--- config.mk ---
export PLATFORM = sky130hd
export DESIGN_NAME = skipring_mc
export DESIGN_NICKNAME = d
export VERILOG_FILES = /design/src/rtl/skipring_mc.sv
export SDC_FILE = /design/constraint.sdc
export NUM_CORES = 1
export LEC_CHECK = 0
export CELL_PAD_IN_SITES_DETAIL_PLACEMENT = 1
export CELL_PAD_IN_SITES_GLOBAL_PLACEMENT = 2
export CORE_MARGIN = 5
export CORE_UTILIZATION = 20
export CTS_BUF_LIST = sky130_fd_sc_hd__clkbuf_2 sky130_fd_sc_hd__clkbuf_4 sky130_fd_sc_hd__clkbuf_8
export DETAILED_ROUTE_END_ITERATION = 8
export PLACE_DENSITY = 0.85
export SLEW_MARGIN = 15
export SYNTH_ARGS = -nofsm -noshare
export SYNTH_HDL_FRONTEND = slang
export SYNTH_SLANG_ARGS = --single-unit
--- constraint.sdc ---
create_clock -name iCLK -period 1.3 [get_ports iCLK]
set_input_delay 0.13 -clock iCLK [delete_from_list [all_inputs] [get_ports iCLK]]
set_output_delay 0.13 -clock iCLK [all_outputs]
set_load 0.05 [all_outputs]
--- src/rtl/skipring_mc.sv ---
// skipring_mc
//   Multi-channel skip ring. A single LEN-bit pattern register rotates one
//   place on every qualifying advance (E & TICK, not blocked by LOAD or a
//   finished one-shot). Each of NCH channels ANDs the pre-rotation pattern
//   with its own LEN-bit mask and emits a one-cycle pulse plus a held level
//   when any masked bit is set.
//
// Ports
//   iCLK     system clock, rising edge
//   RST      asynchronous active-high reset
//   E        enable for TICK
//   TICK     one-cycle advance strobe
//   LOAD     load rSEL into the ring, clear position and done
//   DIR      0 = rotate left, 1 = rotate right
//   ONESHOT  1 = stop after LEN advances
//   rSEL     pattern loaded by LOAD
//   MASK     per-channel masks, channel c at MASK[c*LEN +: LEN]
//   oPULSE   per-channel one-cycle hit pulse
//   oLVL     per-channel hit level, held between advances
//   oB0      ring bit 0
//   oPOS     advances since LOAD/reset, modulo LEN
//   oWRAP    one-cycle pulse on position wrap LEN-1 -> 0
//   oDONE    one-shot finished, held until LOAD/RST
module skipring_mc #(
  parameter int unsigned       LEN    = 16,
  parameter int unsigned       NCH    = 4,
  parameter logic [LEN-1:0]    defSEL = LEN'(1),
  parameter int unsigned       PW     = $clog2(LEN)
) (
  input  logic               iCLK,
  input  logic               RST,
  input  logic               E,
  input  logic               TICK,
  input  logic               LOAD,
  input  logic               DIR,
  input  logic               ONESHOT,
  input  logic [LEN-1:0]     rSEL,
  input  logic [NCH*LEN-1:0] MASK,
  output logic [NCH-1:0]     oPULSE,
  output logic [NCH-1:0]     oLVL,
  output logic               oB0,
  output logic [PW-1:0]      oPOS,
  output logic               oWRAP,
  output logic               oDONE
);

  typedef enum logic {ST_RUN, ST_STOP} state_t;

  state_t           r_state;
  logic [LEN-1:0]   r_sel;
  logic [PW-1:0]    r_pos;
  logic [NCH-1:0]   r_pulse;
  logic [NCH-1:0]   r_lvl;
  logic             r_wrap;

  logic             w_done;
  logic             w_adv;
  logic             w_last;
  logic [NCH-1:0]   w_hit;
  logic [LEN-1:0]   w_rot;

  assign w_done = (r_state == ST_STOP);
  assign w_adv  = E & TICK & ~LOAD & ~(ONESHOT & w_done);
  assign w_last = (r_pos == PW'(LEN - 1));

  // Hits are taken from the ring before this advance rotates it.
  always_comb begin
    w_hit = '0;
    for (int unsigned c = 0; c < NCH; c++) begin
      w_hit[c] = |(r_sel & MASK[c*LEN +: LEN]);
    end
  end

  always_comb begin
    if (DIR) w_rot = {r_sel[0], r_sel[LEN-1:1]};
    else     w_rot = {r_sel[LEN-2:0], r_sel[LEN-1]};
  end

  always_ff @(posedge iCLK or posedge RST) begin
    if (RST) begin
      r_state <= ST_RUN;
      r_sel   <= defSEL;
      r_pos   <= '0;
      r_pulse <= '0;
      r_lvl   <= '0;
      r_wrap  <= 1'b0;
    end else begin
      r_pulse <= '0;
      r_wrap  <= 1'b0;
      if (LOAD) begin
        // A TICK coinciding with LOAD is dropped; oLVL keeps its last value.
        r_sel   <= rSEL;
        r_pos   <= '0;
        r_state <= ST_RUN;
      end else if (w_adv) begin
        r_pulse <= w_hit;
        r_lvl   <= w_hit;
        r_sel   <= w_rot;
        if (w_last) begin
          r_pos  <= '0;
          r_wrap <= 1'b1;
          if (ONESHOT) r_state <= ST_STOP;
        end else begin
          r_pos <= r_pos + 1'b1;
        end
      end
    end
  end

  assign oPULSE = r_pulse;
  assign oLVL   = r_lvl;
  assign oB0    = r_sel[0];
  assign oPOS   = r_pos;
  assign oWRAP  = r_wrap;
  assign oDONE  = w_done;

endmodule

Yosys cells after proc, flatten, opt, wreduce, memory -nomap -nowiden:

Cells that the tools add are included.

* input port bits: 87
* output and inout bits: 15
* register bits: 30
* logic and storage cells: 42

* bitwise operators: 10
* equality and inequality tests: 1
* $add $sub $neg: 1
* reductions and logical operators: 9
* mux-type cells: 15

Operators with widths (count)
* bitwise AND 16 bit: 4
* OR reduction 16 bit: 4
* 2-to-1 mux 16 bit: 3
* 2-to-1 mux 4 bit: 5
* 2-to-1 mux 1 bit: 7
* nonzero test 2 bit: 3
* adder 4 x 1 -> 4 bit, second input constant: 1
* bitwise AND 1 bit: 4
* == test 4 bit, second input constant: 1
* AND reduction 3 bit: 1
* inverter 1 bit: 2
* AND reduction 2 bit: 1

Longest topological paths before layout:

Gate-level depths: netlist of the first run.

* word-level depth: 5
* depth in mapped cells: 5
* gate-level depth less buffers: 5

Least setup slack after synthesis of the first run:

No wires, ideal clock.

* path type: register to register
* start: reg r_pos[0] (netlist: oPOS[0])
* end: reg r_pos[0] (netlist: oPOS[0])
* period minus slack after synthesis: 1.456 ns
* path buffers: 0
* arrival: 1.325 ns
* slack: -0.156 ns
* library setup time: 0.132 ns
* data required time: 1.168 ns
* stages on the path, launching flop included: 6
* cell sequence: dfrtp_1 > ha_1 > and3_1 > nor2_1 > mux2i_1 > nor2_1

* longest elaborated chain between the ends: 4
* elaborated cells between the ends (all ways): 5
* classes of those cells: add/sub (1); eq/ne (1); mux (3)

Ends and longest elaborated chain
* start, declared: RTL line 51 `logic [PW-1:0] r_pos;`
* start signal, assigned: RTL line 104 `r_pos <= r_pos + 1'b1;`
* adder 4 x 1 -> 4 bit / == test 4 bit (equally long branches): RTL line 104, 64
* 2-to-1 mux 4 bit *: RTL line 99 `if (w_last) begin`
* 2-to-1 mux 4 bit *: RTL line 95 `end else if (w_adv) begin`
* 2-to-1 mux 4 bit *: RTL line 90 `if (LOAD) begin`

Every way passes the cells marked *; elsewhere a longest branch is shown, timed or not. The select of a mux whose other input is x is not followed.
A chain may end at the register's enable or synchronous reset.

Worst setup path after layout of the first run:

* start: reg r_sel[0]
* end: reg r_lvl[1] (netlist: oLVL[1])

* longest elaborated chain between the ends: 2

Ends and longest elaborated chain
* start, declared: RTL line 50 `logic [LEN-1:0] r_sel;`
* start signal, assigned: RTL line 82 `r_sel <= defSEL;`
* start signal, assigned: RTL line 92 `r_sel <= rSEL;`
* start signal, assigned: RTL line 98 `r_sel <= w_rot;`
* bitwise AND 16 bit: RTL line 70 `w_hit[c] = |(r_sel & MASK[c*LEN +: LEN]);`
* OR reduction 16 bit: RTL line 70
* end signal, assigned: RTL line 97 `r_lvl <= w_hit;`
* end, declared: RTL line 53 `logic [NCH-1:0] r_lvl;`

Every way passes these cells.

==> results.md, run 1 <==
* Final Skew at 0.00717 ns
* Flop2flop setup slack at -0.14 ns
* Net Count, Synth at 262
* Largest net degree at the start of global routing at 38
* Boundary Pins at 102
* Final hold violation count at 0
* Failing checks: negative setup slack
* Worst setup margin at -0.144 ns
* Die width at around 110 um
* DP Worst Slack at -0.298 ns
* Critical-path cell list: a22o_1 > a221oi_2 > and4_4 > a21oi_1
* Largest cells by area after synthesis: dfrtp_1 40%, mux2i_1 9.9%, a221oi_1 7.7%, a22o_1 7.7%, mux2_1 6.2%
* H-tree lvl count at 2
* Clk root buf: clkbuf_8
* Via count at 1968
* Sequential fraction of the synthesis area at 0.413
* Final worst path period share at 1.11
* Final RePlAce weighted congestion at between 0.7 and 0.8
* Wirelength per Cell at ~19 um
* Cells after Synth at between 150 and 200
* Cell variety after synth at 27
* Pwr dens at 850 mW/mm^2
* Post-Place Cells at 397
* Pre-antenna DRT Iters at 4
* CORE AREA at approximately 0.009 mm^2
* Yosys reg bits at 30
* DRT Wirelength at slightly below 8000 um
* # nets final at between 300 and 400
* First-pass GRT wire length at 12200 um
* Critical path required time at roughly 1.5 ns
* Initial Util at 0.207
* Non-filler cells, final at between 400 and 500
* Fin crit period at 1.44 ns
* Overflow after GRT at 0
* Final Slew Violations at 0
* Max Cap Viol at 0
* # port buffers at 101
* Clock Latency Late Sink at 0.29 ns
* Clock slew at reported path FFs at around 0.070 ns
* Inserted Clock Buffers at 5
* Clock Tree Buf Depth at 2
* P&R area growth vs syn at 92.1%
* FMAX at between 0.6 and 0.7 GHz
* Arr. time, crit path at ~1.6 ns
* RSZ-0062 raised after global routing: true
* Yosys top cell area share at 0.399
* Die height at approximately 110 um
* Max-slew headroom at 0.797
* CTS tree: built
* Clock Sinks at 30
* Worst IR Drop VDD at between 300 and 400 uV
* CP endpoint kind: flop
* Final setup violation count at 10
* Synth area leader: dfrtp_1
* Final ANT Viol Nets at 0
* Vias in the first global route at roughly 2200
* Drt drc at 0
* Fraction of layout instances using a drive strength above 1 at 0.263
* Max incr delay on CP at about 0.5 ns
* CP Launch Type: flop
* Mapped cell area at 0.00182 mm^2
* Initial DRC Count at 49
* Slew @ Worst Pin at roughly 0.3 ns
* Gr usage total at 0.142
* CP max-delay cell: dfstp_4
* Inserted Diodes at 0
* Final setup TNS at -0.894 ns
* # hold bufs at CTS at 0
* Vias/cell at about 4.8
* Hold crit path type: in2async
* Critical path class: reg2reg
* Pleak at 1.42 nW
* Num rows at 34
* Initial antenna violation count at 0
* Syn Area/Cell at between 10 and 15 um^2
* Final Power at around 3.0 mW
* Die area at approximately 0.011 mm^2
* Status: finished with violations
* DP HPWL at 6290 um
* Total number of yosys warnings at 0
* CP Max Fanout at 6
[placed cells by master (no fill, tap or decap), types with 2 or more instances in the layout]
cell type,count
clkdlybuf4s50_1,86
nand2_1,19
dfrtp_1,19
buf_12,19
buf_4,18
mux2i_1,16
o21ai_1,16
a22o_1,16
nor2_1,14
mux2_1,10
dfrtp_2,10
a221oi_2,9
a221oi_1,7
mux2_2,6
clkbuf_8,6
a21oi_1,4
and4_1,3
nand3_1,2
mux2i_2,2
buf_6,2
[registers in the layout (all words and copies together), names as in the netlist]
signal  count
r_sel      16
oWRAP       1
oPULSE      4
oLVL        4
oPOS        4
oDONE       1
[power by group]
part           internal [mW]  switching (mW)  total [mW]  leakage, nW
combinational          0.611           0.380       0.991         1.02
clock                  0.448           0.380       0.828       0.0517
sequential              1.01           0.140        1.15        0.354
total                   2.07           0.900        2.97         1.42
[worst max-delay path, delay by kind of cell, from the launching register on]
family	cells	cell delay, ns
and+or+nand+nor	1	0.29
DFF	1	0.50
AOI/OAI and AO/OA	3	0.55
[final timing paths]
check	startpoint	end	depth (start not counted)
setup / recovery	r_sel[0]	oLVL[1]	4
hold / removal	RST	oDONE	3
setup reg to reg	r_sel[0]	oLVL[1]	4
hold reg to reg	oDONE	oDONE	2
max in group asynchronous	RST	r_sel[0]	3
min in group iCLK	rSEL[0]	r_sel[0]	3
[routing by layer]
metal  global-route usage  vias up  routed length [um]  share of wire
met5                    0        -                   0              0
met4               0.0628        0                 329          0.042
met3               0.0452       22                 472          0.060
met2                0.231       69                3780           0.48
met1                0.171      953                3290           0.42
li1                     -      924                   -              -
[Yosys cell counts]
master / instances
nand2b_1: 1
nand3_1: 2
mux2_2: 6
xor2_1: 1
dfstp_2: 1
buf_2: 1
buf_6: 4
a311oi_1: 1
a21oi_4: 1
and4_1: 4
a22o_1: 16
a41oi_1: 1
a221oi_1: 16
nand2_1: 19
dfrtp_1: 29
o21ai_1: 16
clkbuf_1: 3
inv_1: 1
a31oi_1: 1
nand4_1: 1
a21oi_1: 4
ha_1: 1
mux2_1: 10
nor2_1: 14
and3_1: 1
nor3b_2: 1
mux2i_1: 18
[area by class of cell]
type | instances | area [um^2]
Fill cell | 951 | 5310
Clock inverter | 1 | 5.00
Tap cell | 108 | 135
Inverter | 1 | 3.75
Sequential cell | 30 | 768
Timing Repair Buffer | 126 | 1420
Multi-Input combinational cell | 135 | 1070
Clock buffer | 7 | 90.1
[timing repair]
action                                  in CTS  in global routing
endpoints found under the setup margin      10                 22
gates resized for setup                     12                  9
setup buffers                                0                  2
pin swaps                                    4                  9
gates cloned                                 0                  1
[stage by stage]
stage               area, um^2  hold slack, ns   util
floorplan                 1830           0.220      -
global placement          3280           0.500  0.372
detailed placement        3280           0.505  0.372
CTS                       3430           0.188  0.389
global route              3490           0.215  0.397
finish                    3490           0.179  0.397
[logic make-up after synthesis]
group | after synthesis | share of synthesized area
and+or+nand+nor | 43 | 0.110
adders and majority gates | 1 | 0.00688
buffers and inverters | 9 | 0.0358
xor gates and xnor gates | 1 | 0.00482
muxes | 34 | 0.198
DFF | 30 | 0.413
AOI/OAI and AO/OA | 56 | 0.231
No activity file was read; power rests on OpenSTA's default activity.
==> run 2, diff against run 1 <==
Settings changed: GPL_ROUTABILITY_DRIVEN from default to 0.
==> results of run 2 <==
Same layout as run 1: the final DEF is identical, and so are final timing and power.
